$ cat src/rtl/imem_boot_loader.sv
// rtl/imem_boot_loader.sv - byte-stream program loader for the instruction memory
module imem_boot_loader #(
    parameter int DEPTH = 100
) (
    input  logic        clk,
    input  logic        rst,
    input  logic        start,
    input  logic [7:0]  in_data,
    input  logic        in_valid,
    output logic        in_ready,
    output logic        mem_wr_en,
    output logic [31:0] mem_wr_addr,
    output logic [31:0] mem_wr_data,
    output logic        cpu_hold,
    output logic        busy,
    output logic        done,
    output logic        error
);

    localparam int          IDX_W   = $clog2(DEPTH + 1);
    localparam logic [31:0] DEPTH_W = 32'(DEPTH);

    typedef enum logic [2:0] {
        S_IDLE = 3'd0,
        S_LEN  = 3'd1,
        S_LOAD = 3'd2,
        S_CHK  = 3'd3,
        S_DONE = 3'd4,
        S_ERR  = 3'd5
    } state_t;

    state_t           state;
    logic [1:0]       byte_cnt;
    logic [23:0]      byte_sr;
    logic [IDX_W-1:0] word_index;
    logic [IDX_W-1:0] prog_len;
    logic [31:0]      acc;

    // The three leading bytes of a word plus the byte on the bus form the
    // completed big-endian word; first byte received ends up in [31:24].
    logic [31:0] cur_word;
    logic        take;
    logic        word_done;

    assign cur_word  = {byte_sr, in_data};
    assign take      = in_valid && in_ready;
    assign word_done = take && (byte_cnt == 2'd3);

    // Status outputs are decoded straight from the state register so they
    // settle one cycle after each transition.
    assign in_ready = (state == S_LEN) || (state == S_LOAD) || (state == S_CHK);
    assign busy     = in_ready;
    assign cpu_hold = in_ready || (state == S_ERR);
    assign done     = (state == S_DONE);
    assign error    = (state == S_ERR);

    // Loader FSM: byte assembly, header/length check, memory writes, checksum.
    always_ff @(posedge clk) begin
        if (rst) begin
            state       <= S_IDLE;
            byte_cnt    <= 2'd0;
            byte_sr     <= 24'd0;
            word_index  <= '0;
            prog_len    <= '0;
            acc         <= 32'd0;
            mem_wr_en   <= 1'b0;
            mem_wr_addr <= 32'd0;
            mem_wr_data <= 32'd0;
        end else begin
            mem_wr_en <= 1'b0;

            // Byte lane counter and shift register advance on every accepted byte.
            if (take) begin
                byte_sr  <= cur_word[23:0];
                byte_cnt <= byte_cnt + 2'd1;
            end

            case (state)
                S_IDLE, S_DONE, S_ERR: begin
                    if (start) begin
                        state      <= S_LEN;
                        byte_cnt   <= 2'd0;
                        word_index <= '0;
                        acc        <= 32'd0;
                    end
                end

                S_LEN: begin
                    if (word_done) begin
                        if ((cur_word == 32'd0) || (cur_word > DEPTH_W)) begin
                            state <= S_ERR;
                        end else begin
                            prog_len <= cur_word[IDX_W-1:0];
                            state    <= S_LOAD;
                        end
                    end
                end

                S_LOAD: begin
                    if (word_done) begin
                        mem_wr_en   <= 1'b1;
                        mem_wr_data <= cur_word;
                        mem_wr_addr <= 32'(word_index) << 2;
                        acc         <= acc ^ cur_word;
                        word_index  <= word_index + 1'b1;
                        if ((word_index + 1'b1) == prog_len) begin
                            state <= S_CHK;
                        end
                    end
                end

                S_CHK: begin
                    if (word_done) begin
                        state <= (cur_word == acc) ? S_DONE : S_ERR;
                    end
                end

                default: state <= S_IDLE;
            endcase
        end
    end

endmodule

$ cat config.mk
export PLATFORM = sky130hd
export DESIGN_NAME = imem_boot_loader
export DESIGN_NICKNAME = d
export VERILOG_FILES = /design/src/rtl/imem_boot_loader.sv
export SDC_FILE = /design/constraint.sdc
export NUM_CORES = 1
export LEC_CHECK = 0
export CAP_MARGIN = 20
export CORE_MARGIN = 1
export CORE_UTILIZATION = 54
export DETAILED_ROUTE_END_ITERATION = 16
export PLACE_DENSITY_LB_ADDON = 0.12
export SLEW_MARGIN = 0
export SYNTH_ARGS = -nofsm -noshare
export SYNTH_HDL_FRONTEND = slang
export SYNTH_SLANG_ARGS = --single-unit
export TNS_END_PERCENT = 30
$ cat constraint.sdc
create_clock -name clk -period 2.3 [get_ports clk]
set_input_delay 0.46 -clock clk [delete_from_list [all_inputs] [get_ports clk]]
set_output_delay 0.46 -clock clk [all_outputs]
set_load 0.05 [all_outputs]
==> impl_table.tex <==
\begin{tabular}{lr}
\hline
Metric & Value \\
\hline
\multicolumn{2}{l}{\textbf{Outcome}} \\
Outcome & complete, no violations \\
\multicolumn{2}{l}{\textbf{Logic synthesis}} \\
Simple-gate share of the synthesized area & 0.229 \\
Number of enable-type register cells in the synthesized netlist & 0 \\
Avg Cell Area, Syn & 7.69 sq um \\
Main combinational cell family by area after synthesis & simple AND/OR/NAND/NOR gates \\
Post-synthesis share of cell area spent on full adders, half adders and majority gates & 0.00465 \\
Synthesized netlist cell count & 699 \\
Async set-reset flop share out of synthesis & 0 \\
Count of synthesis-stage warnings from yosys & 0 \\
Complex-gate fraction of the synthesized area & 0.171 \\
Multiplexer share of the synthesized area & 0 \\
Share of synthesized area occupied by flip-flops and latches & 0.428 \\
Synthesized flop and latch total & 115 \\
Leading register cell type out of synthesis & sky130\_fd\_sc\_hd\_\_dfxtp\_1 \\
XOR/XNOR Fraction of Synth Area & 0.0684 \\
Number of distinct standard cells referenced by the synthesized netlist & 44 \\
Netlist area before placement & 0.00538 sq mm \\
\multicolumn{2}{l}{\textbf{Layout}} \\
Layout Nets & 761 \\
Area of all placed cells without fillers & 0.00662 sq mm \\
Top library cells by usage in the layout, fill and taps aside & sky130\_fd\_sc\_hd\_\_nand2\_1, sky130\_fd\_sc\_hd\_\_dfxtp\_1, sky130\_fd\_sc\_hd\_\_a21oi\_1 \\
Diodes inserted & 0 \\
Area growth from synthesis to layout & 23.1\% \\
Most common cell after layout, fill and taps aside & sky130\_fd\_sc\_hd\_\_nand2\_1 \\
Share of cells above drive strength 1 & 0.120 \\
Filler cell count in the final layout & 822 \\
\multicolumn{2}{l}{\textbf{Routing}} \\
Final wirelength & 13500 microns \\
Routed Antenna Nets & 0 \\
Post-detailed-route wirelength per cell & 15.1 microns \\
DRC errors left & 0 \\
Count of TritonRoute iterations in the first routing pass & 5 \\
Number of vias in the routed layout & 4883 \\
Initial drt markers & 303 \\
Detailed-route vias per instance & 5.47 \\
\multicolumn{2}{l}{\textbf{Min path}} \\
Min-Delay Startpoint & mem\_wr\_data[24] \\
Path class of the lowest-slack min-delay path & flop to flop \\
Hold endpoint & mem\_wr\_data[24] \\
Count of cells along the worst hold path & 2 \\
\multicolumn{2}{l}{\textbf{Floorplan}} \\
Chip Height & 102 microns \\
Core region area & 0.00973 sq mm \\
Number of I/O pins & 82 \\
Die area & 0.0104 sq mm \\
Initial cell density of the core & 0.553 \\
Width of the die & 102 microns \\
Number of cell rows & 36 \\
\multicolumn{2}{l}{\textbf{CTS}} \\
Post-CTS clock slew at the launch and capture registers of the worst setup and hold paths & 0.06 ns \\
Clock tree from TritonCTS & built \\
Depth of the CTS H-tree & 4 \\
Clock latency at the later pin of the worst-skew pair & 0.52 ns \\
Number of clock buffers inserted by TritonCTS & 17 \\
Post-CTS repair timing setup buffer count & 0 \\
CTS root buffer & sky130\_fd\_sc\_hd\_\_clkbuf\_8 \\
CTS resizes & 0 \\
\# hold bufs at CTS & 0 \\
Sink count of the clock tree & 115 \\
Buffer depth of the longest clock path & 2 \\
\multicolumn{2}{l}{\textbf{Setup path}} \\
Cell count of the worst reg-to-reg path & 5 \\
CP top delay family & buffers and inverters \\
Kind of capture point of the worst setup path & output port \\
CP max stage delay & 0.83 ns \\
Worst setup SP type & flop \\
Kind of critical path & flop to output port \\
Critical-path cell list & clkdlybuf4s50\_1 \\
Capturing point of the worst reg2reg path & prog\_len[4] \\
Slowest cell on the critical path & sky130\_fd\_sc\_hd\_\_clkdlybuf4s50\_1 \\
Worst EP required & 1.84 ns \\
CP max FO & 2 \\
Setup slack of the worst register-to-register path & 0.26 ns \\
Buffers and inverters on the worst path & 1 \\
Worst R2R Start & byte\_sr[8] \\
Arr. time, crit path & 1.69 ns \\
\multicolumn{2}{l}{\textbf{STA}} \\
Final number of hold-violating endpoints & 0 \\
Aggregate negative setup slack & 0 ns \\
Final critical-path share of the clock period & 0.936 \\
Setup Viol. Count Final & 0 \\
Worst slew margin & 0.514 \\
Achievable clock frequency & 464 MHz \\
Actual transition at the worst max-transition pin & 0.730 ns \\
Pins over their slew limit & 0 \\
Unrepaired setup endpoints after global routing & no \\
Worst clock skew & 0.00579 ns \\
Shortest period the worst path allows & 2.15 ns \\
\multicolumn{2}{l}{\textbf{Global routing}} \\
All-layer global routing usage & 0.275 \\
Pin count of the biggest net entering global routing & 67 \\
Antenna violations before repair & 0 \\
Global-route wire length before repair & 21700 microns \\
Total congestion overflow & 0 \\
Via count of the first global-routing pass & 4279 \\
\multicolumn{2}{l}{\textbf{Power}} \\
Net switching power of the design & 1770 uW \\
Sequential share of power & 0.373 \\
Clock Power Share & 0.444 \\
Internal power & 3920 uW \\
Power density over the cells & 859 mW/mm\^{}2 \\
Combinational fraction of design power & 0.183 \\
Leakage power figure & 0.00247 uW \\
Switching Fraction & 0.310 \\
Worst voltage drop across the vdd grid & 0.477 mV \\
\multicolumn{2}{l}{\textbf{Placed design}} \\
Instance area at placement & 0.00604 sq mm \\
HPWL after detailed placement & 9020 microns \\
Number of I/O port buffers & 56 \\
Gp weighted congestion & 0.890 \\
\multicolumn{2}{l}{\textbf{Flow run}} \\
Max Cap Viol & 0 \\
\hline
\end{tabular}
[per-layer routing]
layer | part of all wire | GRT usage | vias up
met5 | 0 | 0 | -
met4 | 0.010 | 0.0881 | 0
met3 | 0.064 | 0.0504 | 17
met2 | 0.46 | 0.433 | 177
met1 | 0.47 | 0.380 | 2289
li1 | - | - | 2400
[cells in the mapped netlist, types with 3 or more instances]
cell                       instances  area share
sky130_fd_sc_hd__nor2b_1           3      0.0035
sky130_fd_sc_hd__nor2_1           46       0.032
sky130_fd_sc_hd__or3_1             3      0.0035
sky130_fd_sc_hd__a21oi_1         112        0.10
sky130_fd_sc_hd__nor3b_1           3      0.0042
sky130_fd_sc_hd__xor2_1           33       0.054
sky130_fd_sc_hd__nor3_1           32       0.030
sky130_fd_sc_hd__nor4_1           12       0.014
sky130_fd_sc_hd__dfxtp_1         115        0.43
sky130_fd_sc_hd__nand3_1           6      0.0056
sky130_fd_sc_hd__buf_2            18       0.017
sky130_fd_sc_hd__buf_6             5       0.010
sky130_fd_sc_hd__clkbuf_1         42       0.029
sky130_fd_sc_hd__xnor2_1           9       0.015
sky130_fd_sc_hd__buf_4            28       0.039
sky130_fd_sc_hd__and3_1            4      0.0047
sky130_fd_sc_hd__nand4_1          11       0.013
sky130_fd_sc_hd__nand3b_1          7      0.0098
sky130_fd_sc_hd__o21ai_0          46       0.043
sky130_fd_sc_hd__nand2_1         135       0.094
[stage by stage]
step                       util  power [uW]  hold slack (ns)  instances  setup WS, ns
after floorplan               -        2890            0.437        723         0.174
after global placement    0.621        3180            0.444        861       -0.0156
after detailed placement  0.621        3190            0.446        861       -0.0607
after CTS                 0.680        5700            0.458        893        0.0153
after global routing      0.680        5870            0.476        893         0.111
final                     0.680        5690            0.455        893         0.146
[how the worst max path moves through the flow]
stage,start,end,slack (ns),depth (start not counted)
after floorplan,state[0],error,0.17,3
after global routing,byte_sr[8],prog_len[4],0.11,5
final,mem_wr_data[7],mem_wr_data[7],0.15,1
after detailed placement,in_data[7],prog_len[4],-0.06,6
after CTS,state[1],cpu_hold,0.02,3
after global placement,in_data[7],prog_len[4],-0.02,6
[registers in the layout (all words and copies together) (netlist names)]
register	cells
byte_cnt	2
word_index	7
byte_sr	24
mem_wr_en	1
state	3
mem_wr_data	32
acc	32
mem_wr_addr	7
prog_len	7
[power by group through the flow]
stage	registers [uW]	logic [uW]	clock network, uW
after floorplan	2090	798	0
after global placement	2150	1030	0
after detailed placement	2160	1040	0
after CTS	2110	1040	2540
after global routing	2130	1110	2630
final	2120	1040	2520
[area by class of cell]
type	count	area (sq um)	share of cell area
inverters	2	7.51	0.00113
well taps	133	166	0.0251
multi-input cells	512	2650	0.400
clock buffers	17	414	0.0626
flip-flops and latches	115	2300	0.348
repair buffers	99	918	0.139
clock inverters	15	158	0.0238
[worst min-delay path: cells and delay by family (launching register included)]
kind / cells / cell delay (ns)
AND/OR/NAND/NOR: 1 / 0.05
AO/OA/AOI/OAI: 1 / 0.05
flip-flops: 1 / 0.30
[cells by family after synthesis]
group	after synthesis
and+or+nand+nor	270
buffers and inverters	96
adders and majority gates	2
xor gates and xnor gates	42
DFF	115
AOI/OAI and AO/OA	173
other	1
Note: power is estimated with default switching activity, not from simulation.
